[src/rtl/fetch_pc_if.sv]
// Fetch-stage bundle: EX redirect inputs, hazard stall, instruction-memory port,
// IF/ID register outputs and performance counters.
interface fetch_pc_if #(
  parameter int DATA_WIDTH = 32,
  parameter int CNT_WIDTH  = 16
);
  logic                  branch_taken_i;
  logic [DATA_WIDTH-1:0] branch_target_i;
  logic                  jump_i;
  logic [DATA_WIDTH-1:0] jump_target_i;
  logic                  stall_i;
  logic [DATA_WIDTH-1:0] imem_addr_o;
  logic [DATA_WIDTH-1:0] imem_rdata_i;
  logic [DATA_WIDTH-1:0] if_id_pc_o;
  logic [DATA_WIDTH-1:0] if_id_inst_o;
  logic                  if_id_valid_o;
  logic                  flush_o;
  logic                  misalign_o;
  logic [CNT_WIDTH-1:0]  redirect_cnt_o;
  logic [CNT_WIDTH-1:0]  stall_cnt_o;

  modport master (
    output branch_taken_i, branch_target_i, jump_i, jump_target_i, stall_i, imem_rdata_i,
    input  imem_addr_o, if_id_pc_o, if_id_inst_o, if_id_valid_o, flush_o, misalign_o,
           redirect_cnt_o, stall_cnt_o
  );

  modport slave (
    input  branch_taken_i, branch_target_i, jump_i, jump_target_i, stall_i, imem_rdata_i,
    output imem_addr_o, if_id_pc_o, if_id_inst_o, if_id_valid_o, flush_o, misalign_o,
           redirect_cnt_o, stall_cnt_o
  );
endinterface

[src/rtl/fetch_pc_unit.sv]
// Instruction-fetch stage: program counter, EX-driven redirect with IF/ID squash,
// load-use stall hold, sticky misalign flag and saturating perf counters.
module fetch_pc_unit #(
  parameter int                  DATA_WIDTH = 32,
  parameter int                  CNT_WIDTH  = 16,
  parameter logic [DATA_WIDTH-1:0] RESET_PC = '0
) (
  input  logic       clk_i,
  input  logic       rst_ni,
  fetch_pc_if.slave  bus
);

  localparam logic [DATA_WIDTH-1:0] NOP = DATA_WIDTH'(32'h0000_0013);

  function automatic logic [CNT_WIDTH-1:0] sat_inc(input logic [CNT_WIDTH-1:0] v);
    return (&v) ? v : v + 1'b1;
  endfunction

  logic [DATA_WIDTH-1:0] pc_q, pc_d;
  logic [DATA_WIDTH-1:0] if_id_pc_q, if_id_pc_d;
  logic [DATA_WIDTH-1:0] if_id_inst_q, if_id_inst_d;
  logic                  if_id_valid_q, if_id_valid_d;
  logic                  misalign_q, misalign_d;
  logic [CNT_WIDTH-1:0]  redirect_cnt_q, redirect_cnt_d;
  logic [CNT_WIDTH-1:0]  stall_cnt_q, stall_cnt_d;

  logic                  taken;
  logic                  redirect;
  logic [DATA_WIDTH-1:0] target_raw;
  logic [DATA_WIDTH-1:0] target;

  always_comb begin
    // An unknown taken flag (no branch in EX) must never steer the PC.
    taken          = (bus.branch_taken_i === 1'b1);
    redirect       = taken | bus.jump_i;
    target_raw     = bus.jump_i ? bus.jump_target_i : bus.branch_target_i;
    target         = {target_raw[DATA_WIDTH-1:2], 2'b00};

    pc_d           = pc_q;
    if_id_pc_d     = if_id_pc_q;
    if_id_inst_d   = if_id_inst_q;
    if_id_valid_d  = if_id_valid_q;
    misalign_d     = misalign_q;
    redirect_cnt_d = redirect_cnt_q;
    stall_cnt_d    = stall_cnt_q;

    if (redirect) begin
      // Redirect beats stall: the held ID instruction is wrong-path and is squashed.
      pc_d           = target;
      if_id_pc_d     = '0;
      if_id_inst_d   = NOP;
      if_id_valid_d  = 1'b0;
      redirect_cnt_d = sat_inc(redirect_cnt_q);
      if (target_raw[1:0] != 2'b00) misalign_d = 1'b1;
    end else if (bus.stall_i) begin
      stall_cnt_d    = sat_inc(stall_cnt_q);
    end else begin
      pc_d           = pc_q + DATA_WIDTH'(4);
      if_id_pc_d     = pc_q;
      if_id_inst_d   = bus.imem_rdata_i;
      if_id_valid_d  = 1'b1;
    end
  end

  always_ff @(posedge clk_i or negedge rst_ni) begin
    if (!rst_ni) begin
      pc_q           <= RESET_PC;
      if_id_pc_q     <= '0;
      if_id_inst_q   <= NOP;
      if_id_valid_q  <= 1'b0;
      misalign_q     <= 1'b0;
      redirect_cnt_q <= '0;
      stall_cnt_q    <= '0;
    end else begin
      pc_q           <= pc_d;
      if_id_pc_q     <= if_id_pc_d;
      if_id_inst_q   <= if_id_inst_d;
      if_id_valid_q  <= if_id_valid_d;
      misalign_q     <= misalign_d;
      redirect_cnt_q <= redirect_cnt_d;
      stall_cnt_q    <= stall_cnt_d;
    end
  end

  assign bus.imem_addr_o    = pc_q;
  assign bus.if_id_pc_o     = if_id_pc_q;
  assign bus.if_id_inst_o   = if_id_inst_q;
  assign bus.if_id_valid_o  = if_id_valid_q;
  assign bus.flush_o        = redirect;
  assign bus.misalign_o     = misalign_q;
  assign bus.redirect_cnt_o = redirect_cnt_q;
  assign bus.stall_cnt_o    = stall_cnt_q;

endmodule

[src/flat_wrapper.sv]
// flat-port wrapper written by rule: the top's interface ports become plain ports
module fetch_pc_unit_flat 
#(
  parameter int                  DATA_WIDTH = 32,
  parameter int                  CNT_WIDTH  = 16,
  parameter logic [DATA_WIDTH-1:0] RESET_PC = '0
)
  (clk_i, rst_ni, bus_branch_taken_i, bus_branch_target_i, bus_jump_i, bus_jump_target_i, bus_stall_i, bus_imem_rdata_i, bus_imem_addr_o, bus_if_id_pc_o, bus_if_id_inst_o, bus_if_id_valid_o, bus_flush_o, bus_misalign_o, bus_redirect_cnt_o, bus_stall_cnt_o);
  fetch_pc_if #(.DATA_WIDTH(DATA_WIDTH), .CNT_WIDTH(CNT_WIDTH)) bus_i ();
  input  logic clk_i;
  input  logic rst_ni;
  input wire logic [$bits(bus_i.branch_taken_i)-1:0] bus_branch_taken_i;
  input wire logic [$bits(bus_i.branch_target_i)-1:0] bus_branch_target_i;
  input wire logic [$bits(bus_i.jump_i)-1:0] bus_jump_i;
  input wire logic [$bits(bus_i.jump_target_i)-1:0] bus_jump_target_i;
  input wire logic [$bits(bus_i.stall_i)-1:0] bus_stall_i;
  input wire logic [$bits(bus_i.imem_rdata_i)-1:0] bus_imem_rdata_i;
  output wire logic [$bits(bus_i.imem_addr_o)-1:0] bus_imem_addr_o;
  output wire logic [$bits(bus_i.if_id_pc_o)-1:0] bus_if_id_pc_o;
  output wire logic [$bits(bus_i.if_id_inst_o)-1:0] bus_if_id_inst_o;
  output wire logic [$bits(bus_i.if_id_valid_o)-1:0] bus_if_id_valid_o;
  output wire logic [$bits(bus_i.flush_o)-1:0] bus_flush_o;
  output wire logic [$bits(bus_i.misalign_o)-1:0] bus_misalign_o;
  output wire logic [$bits(bus_i.redirect_cnt_o)-1:0] bus_redirect_cnt_o;
  output wire logic [$bits(bus_i.stall_cnt_o)-1:0] bus_stall_cnt_o;
  assign bus_i.branch_taken_i = bus_branch_taken_i;
  assign bus_i.branch_target_i = bus_branch_target_i;
  assign bus_i.jump_i = bus_jump_i;
  assign bus_i.jump_target_i = bus_jump_target_i;
  assign bus_i.stall_i = bus_stall_i;
  assign bus_i.imem_rdata_i = bus_imem_rdata_i;
  assign bus_imem_addr_o = bus_i.imem_addr_o;
  assign bus_if_id_pc_o = bus_i.if_id_pc_o;
  assign bus_if_id_inst_o = bus_i.if_id_inst_o;
  assign bus_if_id_valid_o = bus_i.if_id_valid_o;
  assign bus_flush_o = bus_i.flush_o;
  assign bus_misalign_o = bus_i.misalign_o;
  assign bus_redirect_cnt_o = bus_i.redirect_cnt_o;
  assign bus_stall_cnt_o = bus_i.stall_cnt_o;
  fetch_pc_unit #(.DATA_WIDTH(DATA_WIDTH), .CNT_WIDTH(CNT_WIDTH), .RESET_PC(RESET_PC)) u_core (.clk_i(clk_i), .rst_ni(rst_ni), .bus(bus_i));
endmodule
[config.mk]
export PLATFORM = sky130hd
export DESIGN_NAME = fetch_pc_unit_flat
export DESIGN_NICKNAME = d
export VERILOG_FILES = /design/src/rtl/fetch_pc_if.sv /design/src/rtl/fetch_pc_unit.sv /design/src/flat_wrapper.sv
export SDC_FILE = /design/constraint.sdc
export NUM_CORES = 1
export LEC_CHECK = 0
export CORE_AREA = 2 2 127 129
export DETAILED_ROUTE_END_ITERATION = 7
export DIE_AREA = 0 0 129 131
export GPL_ROUTABILITY_DRIVEN = 0
export PLACE_DENSITY = 0.77
export SLEW_MARGIN = 20
export SYNTH_ARGS = -nofsm -noshare
export SYNTH_HDL_FRONTEND = slang
export SYNTH_SLANG_ARGS = --single-unit
[constraint.sdc]
create_clock -name clk_i -period 2.05 [get_ports clk_i]
set_input_delay 0.41 -clock clk_i [delete_from_list [all_inputs] [get_ports clk_i]]
set_output_delay 0.41 -clock clk_i [all_outputs]
set_load 0.03 [all_outputs]
# --- After elaboration in Yosys (flattened, before gate mapping) ---
# Cells that the tools add are included.
classes:
  n_shift: 0
  reduce_logical: 6
  mul: 0
  order_cmp: 0
  div: 0
  bitwise_logic: 4
  n_eq_ne: 2
  addsub: 3
  muxes: 9
ops:
  columns: ["cell", "count"]
  rows:
  - ["$mux 32", 7]
  - ["$add 16x1->16 const B", 2]
  - ["$add 32x3->32 const B", 1]
  - ["$reduce_and 16->1", 2]
  - ["$reduce_and 2->1", 2]
  - ["$not 1->1", 3]
  - ["$reduce_and 3->1", 1]
  - ["$mux 1", 2]
  - ["$ne 2x1->1 const B", 1]
  - ["$reduce_bool 2->1", 1]
  - ["$eqx 1x1->1 const B", 1]
  - ["$or 1x1->1", 1]
word_totals:
  ramBits: 0
  n_memories: 0
  output_inout_bits: 131
  inputBits: 101
  mem_bits_ro: 0
  latchBits: 0
  regBits: 130

# --- Depth between registers and ports, before layout ---
# Gate-level depths: netlist of the first run.
depth:
  word_depth: 4
  mapped_depth: 7

# --- Worst setup path before layout of the first run ---
# No wires, ideal clock.
synth_timing:
  kind: "flip-flop to flip-flop"
  start: "register u_core.stall_cnt_q[0], in the netlist u_core.bus.stall_cnt_o[0]"
  end: "register u_core.stall_cnt_q[1], in the netlist u_core.bus.stall_cnt_o[1]"
  setup_ps: 125
  arrival_time_ps: 1966
  stages_incl_launch_ff: 6
  synth_period_minus_slack_ps: 2091
  n_path_buf: 0
  slack_ps: -41
  cell_sequence: "dfrtp_1 > ha_1 > and4_1 > and4_1 > a41oi_2 > mux2_2"
synth_between:
  elab_chain_cells: 3
  elab_cells_between_ends: 4
  classes_between: "add/sub (1); bitwise (1); reduce/logical (2)"
synth_rtl:
  columns: ["element", "line_no", "text"]
  rows:
  - ["start: declaration", "fetch_pc_unit.sv:25", "logic [CNT_WIDTH-1:0] stall_cnt_q, stall_cnt_d;"]
  - ["start signal: assignment", "fetch_pc_unit.sv:81", "stall_cnt_q <= stall_cnt_d;"]
  - ["branches (longest 3 deep; another with $add 16x1->16)", null, null]
# Parallel ways; which one is timed is not known.
# A chain may end at the register's enable or synchronous reset.

# --- Final worst setup path of the first run ---
layout_timing:
  start: "register u_core.if_id_inst_q[4], in the netlist u_core.bus.if_id_inst_o[4]"
  end: "output bus_if_id_inst_o[4]"
layout_rtl:
  columns: ["element", "line_no", "text"]
  rows:
  - ["start: declaration", "fetch_pc_unit.sv:21", "logic [DATA_WIDTH-1:0] if_id_inst_q, if_id_inst_d;"]
  - ["start signal: assignment", "fetch_pc_unit.sv:77", "if_id_inst_q <= if_id_inst_d;"]
  - ["end: declaration", "flat_wrapper.sv:20", "output wire logic [$bits(bus_i.if_id_inst_o)-1:0] bus_if_id_inst_o;"]
# No word-level cell between the ends.

==> metrics, run 1 <==
outcome finished, final reports clean; RSZ-0062 raised after global routing no; design area 9870 sq um; Slew Limit Fails 0; WP data required 1.64 ns; CP top delay family buffers and inverters; Final Skew 0.00438 ns; worst hold slack 0.380 ns; clk_lat worst skew 0.42 ns; WP buf/inv 1; Power Density 829 nW/um^2; placed instance area 9220 sq um; Crit Path Category reg2out; period utilisation layout 97.9%; core area 15600 sq um; endpoints failing setup 0; type of the tightest min-delay check in2reg; Synth async-reset ratio 100%; row cnt 46; clock tree sinks 127; drc violations 0; drt pass-1 iters 5; Post-synth EDFFs 0; # Max-Cap Violations 0; max incr delay on CP 0.66 ns; drt wl/cell 16.9 um; Filler Cells Inserted 1308; # nets final 1005; leakage power total 4.50 nW; IO buf count 229; Synth Instances 618; clk slew on worst S/H paths 0.05 ns; first-pass GRT wire length 29700 um; Via density 5.21; GRT overflow 0; layout cell share with drive strength beyond 1 13.6%; Initial Util 40.1%; number of I/O pins 232; CTS H-tree depth 4; Max Freq 499 MHz; CP Max Fanout 2; Worst EP arrival 1.60 ns; CP Cell Sequence clkdlybuf4s50_1; CP max stage cell clkdlybuf4s50_1; Ys Warns 0; Slew @ Worst Pin 0.648 ns; Rel. slew slack 56.8%; vias in the first global route 5734; Main synth FF type dfrtp_1; post-synth cell types 63; Final HPWL DP 14200 um; initial antenna violation count 2; CTS tree done; DRT antenna net count 0; Seq/Total Area, Yosys 50.8%; chip height 131 um; maximum clock path buffer count 2; Final Hold Fails 0; Detailed Route WL 19200 um; die width 129 um; clk root buf clkbuf_16; CP Capture Type primary output; startpoint types register; Layout area overhead 57.7%; largest net degree at the start of global routing 54; Post-Syn Area per Cell 10.1 sq um; Iteration-0 DRC Markers 401; CTS Buf Count 17; fin crit period 2.01 ns; die area 16900 sq um; Post-Synthesis Cell Area 6260 sq um; routed vias 5898; maximum vdd drop 551 uV; post-synthesis register bit count 127; total track usage 22.7%; Tot Pwr 0.00818 W
stage by stage:
stage	TNS, ns	util (%)	std cells	setup slack [ns]
2_1_floorplan	0	-	619	0.0229
3_3_place_gp	-3.02	59.1	1097	-0.137
3_5_place_dp	-3.29	59.1	1097	-0.185
4_1_cts	0	63.0	1130	0.00514
5_1_grt	0	63.3	1131	0.00222
6_report	0	63.3	1131	0.0440
flip-flops by register name (all words and copies together), names as in the netlist:
signal and count:
u_core.bus.if_id_inst_o 32, u_core.bus.imem_addr_o 30, u_core.bus.if_id_valid_o 1, u_core.bus.redirect_cnt_o 16
u_core.bus.stall_cnt_o 16, u_core.bus.misalign_o 1, u_core.bus.if_id_pc_o 31
logic make-up (layout without fill, tap and decap cells):
family	Yosys count	in the layout	synth area share (%)
other	1	3	0.0599
multiplexers	68	68	11.0
XOR/XNOR	39	39	5.46
adder cells (fa/ha/maj)	3	3	0.600
AO/OA/AOI/OAI	102	102	10.4
flip-flops	127	127	50.8
AND/OR/NAND/NOR	233	233	18.6
buffers and inverters	45	340	3.04
worst reg2reg max path, delay by kind of cell, from the launching register on:
family / cells / cell delay, ns
simple gates: 3 / 1.02
flops: 1 / 0.46
compound gates: 2 / 0.37
per-layer routing:
layer	vias to the layer above	GRT usage (%)	part of all wire, %
li1	2762	-	-
met2	246	37.7	48
met5	-	0	0.068
met3	38	6.56	7.9
met4	2	7.86	2.0
met1	2850	28.6	42
cell usage in the layout, fill, tap and decap left out, types with 4 or more instances in the layout:
cell / n
buf_4: 69
dlymetal6s2s_1: 16
dfrtp_1: 123
nor4_1: 4
o22ai_1: 4
a21oi_1: 41
nor2_1: 85
xor2_1: 14
and3_1: 10
nand3_1: 22
inv_1: 8
nor2b_1: 4
nor3_1: 9
xnor2_1: 25
clkdlybuf4s50_1: 205
dlygate4sd2_1: 5
and4_1: 7
mux2i_1: 64
and2_1: 4
a31oi_1: 6
nand2_1: 50
mux2_2: 4
clkbuf_1: 6
a211oi_1: 5
o21ai_0: 15
clkbuf_16: 17
nand4_1: 18
a2bb2oi_1: 4
synthesized netlist by cell type (5+ instances only):
master,number,share of area [%]
a31oi_1,6,0.60
a211oi_1,5,0.60
and4_1,7,0.98
buf_1,11,0.66
buf_2,5,0.40
and3_1,10,1.0
inv_1,8,0.48
o21ai_0,15,1.2
nand4_1,18,1.8
xor2_1,14,2.0
xnor2_1,25,3.5
nor3_1,10,0.80
clkbuf_1,14,0.84
mux2i_1,64,10
a21oi_1,41,3.3
nor2_1,85,5.1
nand3_1,22,1.8
dfrtp_1,124,50
nand2_1,50,3.0
layout make-up:
type                    instances  area (sq um)  share of cell area (%)
diodes                          1          2.50                  0.0254
clock buffers                  26           489                    4.96
clock inverters                 6           105                    1.06
inverters                       9          33.8                   0.342
multi-input cells             447          2910                    29.5
flip-flops and latches        127          3180                    32.3
well taps                     216           270                    2.74
repair buffers                299          2880                    29.1
repair_timing:
action / CTS / global route
gates resized for setup: 6 / 17
hold buffers: 1 / 0
setup buffers: 0 / 0
pin swaps: 0 / 1
setup endpoints to repair: 6 / 20
endpoints found under the hold margin: 50 / 0
report_power, final:
part           internal, W  switching (W)  total, W
registers          0.00274       0.000257   0.00300
clock network      0.00200        0.00105   0.00306
logic             0.000990        0.00113   0.00212
final timing paths:
path	start	end	slack (ns)	cells after the start
worst min-delay path	bus_stall_i	u_core.bus.if_id_pc_o[2]	0.38	3
worst max register to register	u_core.bus.imem_addr_o[7]	u_core.bus.imem_addr_o[25]	0.10	5
min in group asynchronous	rst_ni	u_core.bus.stall_cnt_o[12]	0.51	2
worst min register to register	u_core.bus.redirect_cnt_o[13]	u_core.bus.redirect_cnt_o[13]	0.49	1
max in group asynchronous	rst_ni	u_core.bus.if_id_inst_o[20]	0.83	3
worst max-delay path	u_core.bus.if_id_inst_o[4]	bus_if_id_inst_o[4]	0.04	1
No activity file was read; power rests on OpenSTA's default activity.
==> run 2, diff against run 1 <==
Settings changed: CORE_AREA 2 2 127 129 to 2 2 162 164, DIE_AREA 0 0 129 131 to 0 0 164 166, PLACE_DENSITY 0.77 to not set.
==> run 2 against run 1 <==
  * First-iteration DRC count fell by 23%
  * Maximum frequency rose by 0.15%
  * Combinational power rose by 3%
  * Global-route usage fell by 6.7 points
  * Critical path type unchanged
  * Largest cell class unchanged
==> metrics, run 2 (same netlist as run 1, synthesis figures left out) <==
outcome finished, final reports clean; type of the tightest min-delay check reg2reg; Power Density 841 nW/um^2; first-pass GRT wire length 33600 um; Crit Path Category reg2out; Via density 4.62; drt pass-1 iters 5; row cnt 59; Final HPWL DP 16300 um; Worst EP arrival 1.59 ns; CTS H-tree depth 4; Detailed Route WL 21300 um; Slew Limit Fails 0; drc violations 0; CP Max Fanout 5; most frequent cells in the layout clkdlybuf4s50_1 (195), dfrtp_1 (123), nor2_1 (85); layout cell share with drive strength beyond 1 15.2%; GRT overflow 0; WP buf/inv 1; period utilisation layout 97.7%; max FFs per register 32; drt wl/cell 16.9 um; clk slew on worst S/H paths 0.06 ns; clk root buf clkbuf_16; maximum clock path buffer count 2; chip height 166 um; RSZ-0062 raised after global routing no; routed vias 5835; clock tree sinks 127; CP Capture Type primary output; Tot Pwr 0.00859 W; Final Skew 0.0101 ns; CP top delay family buffers and inverters; reg2reg start u_core.bus.imem_addr_o[3]; CTS tree done; die width 164 um; fin crit period 2.00 ns; commonest non-fill, non-tap cell in the layout clkdlybuf4s50_1; # Max-Cap Violations 0; Initial Util 24.4%; initial antenna violation count 1; DRT antenna net count 0; max incr delay on CP 0.75 ns; startpoint types register; number of I/O pins 232; CP Cell Sequence clkdlybuf4s50_1; WP data required 1.64 ns; Max Freq 499 MHz; Final Hold Fails 0; vias in the first global route 5890; total track usage 16.0%; maximum vdd drop 387 uV; endpoints failing setup 0; Slew @ Worst Pin 0.532 ns; hold_sp u_core.bus.redirect_cnt_o[6]; largest net degree at the start of global routing 51; Critical Path Source u_core.bus.redirect_cnt_o[2]; # nets final 1017; clk_lat worst skew 0.42 ns; leakage power total 4.65 nW; CTS Buf Count 17; Filler Cells Inserted 2533; CP max stage cell clkdlybuf4s50_1; core area 25600 sq um; IO buf count 229; Iteration-0 DRC Markers 307; Layout area overhead 63.4%; setup_tns 0 ns; die area 27200 sq um; Rel. slew slack 64.5%
==> run 2: routing by layer <==
layer | part of all wire [%] | track usage (%) | up-vias
met5 | 0 | 0 | -
met4 | 1.5 | 4.39 | 0
met3 | 7.4 | 5.54 | 17
met2 | 47 | 24.8 | 186
met1 | 44 | 21.2 | 2848
li1 | - | - | 2784
==> run 2: report_power, final <==
group | total [W] | switching (W) | internal (W)
clock network | 0.00341 | 0.00114 | 0.00227
registers | 0.00300 | 0.000259 | 0.00274
logic | 0.00218 | 0.00117 | 0.00101
total | 0.00859 | 0.00257 | 0.00602
==> run 2: through the flow <==
step | hold WS, ns | worst slack [ns] | utilization (%) | cells | instance area [sq um]
3_3_place_gp | 0.405 | -0.162 | 37.0 | 1226 | 9480
2_1_floorplan | 0.114 | 0.0229 | - | 619 | 6270
6_report | 0.493 | 0.0470 | 39.9 | 1262 | 10200
3_5_place_dp | 0.398 | -0.181 | 37.0 | 1226 | 9480
4_1_cts | 0.496 | -0.0543 | 39.6 | 1259 | 10200
5_1_grt | 0.522 | 0.00135 | 39.9 | 1262 | 10200
==> run 2: final timing paths <==
path                                                 to  slack (ns)  cells after the start
hold / removal             u_core.bus.redirect_cnt_o[6]        0.49                      1
max in group asynchronous         u_core.bus.misalign_o        0.90                      3
hold reg to reg            u_core.bus.redirect_cnt_o[6]        0.49                      1
setup reg to reg             u_core.bus.imem_addr_o[16]        0.18                      5
setup / recovery                  bus_redirect_cnt_o[2]        0.05                      1
min in group asynchronous   u_core.bus.if_id_inst_o[21]        0.50                      2
==> run 2: repair_timing <==
| item | 4_1_cts | 5_1_grt |
|---|---|---|
| endpoints found under the setup margin | 13 | 20 |
| setup buffers | 0 | 2 |
| pin swaps | 0 | 2 |
| resized for setup | 13 | 21 |
| hold buffers | 1 | 0 |
| hold endpoints to repair | 45 | 0 |
==> run 2: final cells by class <==
cell class                 instances  area, sq um  area share, %
antenna                            1         2.50         0.0245
tap                              335          419           4.10
sequential                       127         3180           31.1
clock inverter                     8          149           1.46
clock buffer                      24          522           5.10
multi-input combinational        447         2910           28.4
timing repair buffer             311         3010           29.4
inverter                           9         33.8          0.330
==> edit 1 (config.mk and constraints of run 1) <==
`CNT_WIDTH` is set to 16 in 3 places; all go to 14.
--- a/src/rtl/fetch_pc_if.sv
+++ b/src/rtl/fetch_pc_if.sv
@@ -4,3 +4,3 @@
   parameter int DATA_WIDTH = 32,
-  parameter int CNT_WIDTH  = 16
+  parameter int CNT_WIDTH  = 14
 );
--- a/src/rtl/fetch_pc_unit.sv
+++ b/src/rtl/fetch_pc_unit.sv
@@ -4,3 +4,3 @@
   parameter int                  DATA_WIDTH = 32,
-  parameter int                  CNT_WIDTH  = 16,
+  parameter int                  CNT_WIDTH  = 14,
   parameter logic [DATA_WIDTH-1:0] RESET_PC = '0
--- a/src/flat_wrapper.sv
+++ b/src/flat_wrapper.sv
@@ -4,3 +4,3 @@
   parameter int                  DATA_WIDTH = 32,
-  parameter int                  CNT_WIDTH  = 16,
+  parameter int                  CNT_WIDTH  = 14,
   parameter logic [DATA_WIDTH-1:0] RESET_PC = '0
Interface: changed (resized bus_redirect_cnt_o and bus_stall_cnt_o); port bits go from 232 to 228. No check against the original RTL was run, so the function may have changed too.
==> edit 1 against run 1 <==
Power fell by 6.1%. Die area unchanged. Count of clock-buffer cells in the layout shrank 2. Worst setup slack worse by 0.0057 ns. Clock skew rose by 0.0032 ns. Global-route usage decreased by 1.2 points. Wire length fell by 5.9%. Synthesized area down 4.0%. First-iteration DRC count decreased by 42%. Cell area down 3.9%. Sequential cell count fell by 4. Maximum frequency decreased by 0.28%. Via count shrank 6.1%. Utilization down 2.5 points.
==> edit 1: results (changes against run 1) <==
[logic_synthesis]
synth.top_cells.by_count = dfrtp_1, nor2_1, mux2i_1  ; unchanged
synth.yosys.seq_area_share_pct = 51.3  ; was 50.8%
syn_avg_cell_area_um2 = 9.95  ; was 10.1 um2
synth.yosys.warnings = 0  ; unchanged
synthDistinctLibCells = 52  ; was 63
top_area_cells_in_the_synthesized_netlist = dfrtp_1, mux2i_1, nor2_1  ; unchanged

[grt]
grt_pass1_wl_um = 28100  ; was 29,700 um
largest_net_degree_at_the_start_of_global_routing = 46  ; was 54

[finish]
layout-drive-gt1-share_pct = 13.5  ; was 13.6%
layout.area.seq_mm2 = 0.00310  ; was 0.00318 mm2
number_of_fill_cells = 1340  ; was 1,308
finish.net_count = 977  ; was 1,005

[drt]
drt_pass1_iterations = 4  ; was 5
viasPerCell = 5.02  ; was 5.21
totalWireLength_um = 18000  ; was 19,200 um
detailroute.via_count = 5537  ; was 5,898
dr.first_iter.drc_count = 231  ; was 401

[place]
place.port_buffers = 225  ; was 229
dpl.hpwl_um = 13300  ; was 14,200 um
numPlacedInstances = 1069  ; was 1,097
cell_area_after_placement_mm2 = 0.00888  ; was 0.00922 mm2
dpl_worst_slack_ns = -0.132  ; was -0.185 ns

[clock_network]
clk_pin_slew_ns = 0.05  ; about the same
cts-root-buf = clkbuf_16  ; unchanged
postCtsSetupRepairBufs = 0  ; unchanged

[setup_path]
critPathMaxStageDelay_ns = 0.74  ; was 0.66 ns
critPathMaxFanout = 6  ; was 2

[sta]
worst-slew-pin-transition_ns = 0.522  ; was 0.648 ns
skew_ns = 0.00754  ; was 0.00438 ns

[run_status]
status = complete, no violations  ; unchanged

[power_and_ir_drop]
cellLeakagePower_nw = 4.28  ; was 4.50 nW

edit 1: cell families (layout without fill, tap and decap cells):
family | count (synthesis) | count (layout) | share of synthesized area, %
buf+inv | 45 | 326 | 3.12
compound gates | 109 | 109 | 10.8
simple gates | 222 | 222 | 18.0
fa+ha+maj | 3 | 3 | 0.625
xor+xnor | 35 | 35 | 5.10
flops | 123 | 123 | 51.3
mux | 66 | 66 | 11.1
other cells | 1 | 3 | 0.0624
edit 1: area by class of cell:
| cell class | instances | share of cell area, % |
|---|---|---|
| clock inverter | 8 | 0.765 |
| sequential | 123 | 32.6 |
| timing repair buffer | 283 | 29.0 |
| tap | 216 | 2.85 |
| inverter | 11 | 0.435 |
| multi-input combinational | 437 | 29.5 |
| clock buffer | 24 | 4.87 |
| antenna | 1 | 0.0264 |
edit 1: worst paths after layout:
kind	depth (start not counted)	from	slack (ns)	end
min reg2reg	1	u_core.bus.stall_cnt_o[13]	0.49	u_core.bus.stall_cnt_o[13]
max reg2reg	5	u_core.bus.imem_addr_o[5]	0.05	u_core.bus.imem_addr_o[24]
max	1	u_core.bus.imem_addr_o[15]	0.04	bus_imem_addr_o[15]
min in group asynchronous	2	rst_ni	0.50	u_core.bus.if_id_inst_o[30]
min	3	bus_stall_i	0.41	u_core.bus.if_id_pc_o[5]
max in group asynchronous	3	rst_ni	0.88	u_core.bus.if_id_inst_o[4]
edit 1: power by group:
part	leakage (nW)	internal (mW)	switching [mW]	total, mW
Combinational	2.43	0.932	1.08	2.01
Sequential	1.60	2.67	0.280	2.95
Clock	0.254	1.69	1.04	2.73
Total	4.28	5.29	2.40	7.68
edit 1: what timing repair did:
action,in CTS,in global routing
endpoints found under the setup margin,6,17
resized for setup,6,19
endpoints found under the hold margin,43,0
hold buffers,1,0
edit 1: metal layers:
metal / global-route usage, % / wire length [um]
met3: 5.94 / 1210
met4: 8.63 / 380
met5: 0 / 0
met1: 27.1 / 7540
met2: 35.4 / 8900
==> edit 2 (settings of run 1) <==
Made on the original files. Make the reset (`rst_ni`) synchronous in one clocked block.
--- a/src/rtl/fetch_pc_unit.sv
+++ b/src/rtl/fetch_pc_unit.sv
@@ -64,3 +64,3 @@
 
-  always_ff @(posedge clk_i or negedge rst_ni) begin
+  always_ff @(posedge clk_i) begin
     if (!rst_ni) begin
Check against the original RTL: differs if rst_ni is asserted again (counterexample within 4 cycles, from zero or initial values and one cycle with rst_ni low); with rst_ni held inactive, the same outputs for 4 cycles.
==> edit 2 against run 1 <==
Via count increased by 6.0%. Sequential cell count is 1 lower. Wire length rose by 4.8%. Worst setup slack worse by 0.0036 ns. Synthesized area is 3.4% lower. Cell area fell by 3.7%. First-iteration DRC count fell by 15%. Worst hold slack better by 0.073 ns.
Power is not compared: it rests on default switching activity, and its combinational part moved more than twofold at a synthesized area within 25%.
==> edit 2: results (changes against run 1) <==
[run_status]
status = complete, no violations  ; unchanged

[finish]
number_of_fill_cells = 1380  ; was 1,308
layout-drive-gt1-share_pct = 13.6  ; about the same
finish.net_count = 1084  ; was 1,005
antenna_cells = 0  ; was 1
largest_reg_flops = 32  ; unchanged

[power_and_ir_drop]
cellLeakagePower_nw = 3.73
internal-power_mw = 4.68
vdd_ir_drop_max_uv = 544

[logic_synthesis]
synth.yosys.warnings = 0  ; unchanged
synth.yosys.seq_area_share_pct = 41.7  ; was 50.8%
top_area_cells_in_the_synthesized_netlist = dfxtp_1, mux2i_1, nor2_1  ; was dfrtp_1, mux2i_1, nor2_1
synthArstFlopShare_pct = 0  ; was 100%
synthDistinctLibCells = 68  ; was 63
syn-instance-count = 708  ; was 618
synth.top_cells.by_count = dfxtp_1, nor2_1, mux2i_1  ; was dfrtp_1, nor2_1, mux2i_1

[clock_network]
cts_max_path_buffers = 2  ; unchanged
clk_pin_slew_ns = 0.05  ; about the same
cts-root-buf = clkbuf_16  ; unchanged
post_cts_resize_count = 7  ; was 6
postCtsSetupRepairBufs = 0  ; unchanged
htree_levels = 4  ; unchanged
cts-buffers-inserted = 17  ; unchanged
clkLatencyLatePin_ns = 0.42  ; about the same

[place]
dpl.hpwl_um = 15200  ; was 14,200 um
place.port_buffers = 227  ; was 229
numPlacedInstances = 1177  ; was 1,097
dpl_worst_slack_ns = -0.493  ; was -0.185 ns
cell_area_after_placement_mm2 = 0.00894  ; was 0.00922 mm2

[drt]
wl_met1_um = 8610  ; was 7970 um
viasPerCell = 5.17  ; was 5.21
drt_pass1_iterations = 5  ; unchanged
met2RoutedLength_um = 9210  ; was 9270 um
dr.first_iter.drc_count = 342  ; was 401
topRoutingLayerUsed = met4  ; was met5
totalWireLength_um = 20100  ; was 19,200 um
routed-wl-met3_um = 1890  ; was 1510 um
detailroute.via_count = 6253  ; was 5,898

[sta]
worst-slew-pin-transition_ns = 0.711  ; was 0.648 ns
timing.setup.tns_ns = 0  ; unchanged
skew_ns = 0.0104  ; was 0.00438 ns

[setup_path]
critPathSlowestCell = clkdlybuf4s50_1  ; unchanged
critPathMaxFanout = 8  ; was 2
cp.arrival_ns = 1.60  ; about the same
critPathMaxStageDelay_ns = 0.70  ; was 0.66 ns

[grt]
track_usage_pct = 23.4  ; was 22.7%
largest_net_degree_at_the_start_of_global_routing = 43  ; was 54
via_count_of_the_first_global_routing_pass = 5817  ; was 5,734
grt_pass1_wl_um = 30600  ; was 29,700 um
initial_antenna_violation_count = 0  ; was 2

[min_path]
hold_path.class = flip-flop to flip-flop  ; was primary input to flip-flop

edit 2: worst max-delay path: cells and delay by family, from the launching register on:
kind,cells,cell delay [ns]
flip-flops,1,0.33
buffers and inverters,2,0.86
edit 2: per-layer routing:
layer	global-route usage [%]	vias to the layer above
li1	-	3055
met1	29.4	2897
met2	38.1	271
met3	7.13	30
met4	8.63	0
met5	0	-
edit 2: worst paths after layout:
path                                   start                          to  slack [ns]  cells after the start
setup / recovery  u_core.bus.imem_addr_o[21]         bus_imem_addr_o[21]        0.04                      2
hold / removal      u_core.bus.if_id_valid_o    u_core.bus.if_id_valid_o        0.45                      2
setup reg to reg  u_core.bus.imem_addr_o[15]  u_core.bus.imem_addr_o[28]        0.10                      5
hold reg to reg     u_core.bus.if_id_valid_o    u_core.bus.if_id_valid_o        0.45                      2
edit 2: final cells by class:
class	instances	area (um2)	share of cell area (%)
multi-input cells	516	3240	34.0
repair buffers	298	2840	29.9
flip-flops and latches	126	2540	26.7
clock buffers	23	478	5.03
well taps	216	270	2.84
inverters	21	78.8	0.829
clock inverters	9	62.6	0.658
edit 2: kinds of logic after synthesis:
kind of cell / count (synthesis) / share of synthesized area (%)
muxes: 65 / 10.8
xor gates and xnor gates: 30 / 4.35
other: 1 / 0.0620
adders and majority gates: 3 / 0.621
DFF: 126 / 41.7
and+or+nand+nor: 265 / 21.6
buffers and inverters: 69 / 5.23
AOI/OAI and AO/OA: 149 / 15.7
edit 2: power by group through the flow:
stage / registers [mW] / logic (mW) / clock network (mW)
floorplan: 2.79 / 0.366 / 0
global placement: 2.65 / 1.04 / 0
detailed placement: 2.65 / 1.05 / 0
CTS: 2.60 / 1.05 / 2.78
global route: 2.61 / 1.12 / 2.89
finish: 2.60 / 1.05 / 2.73
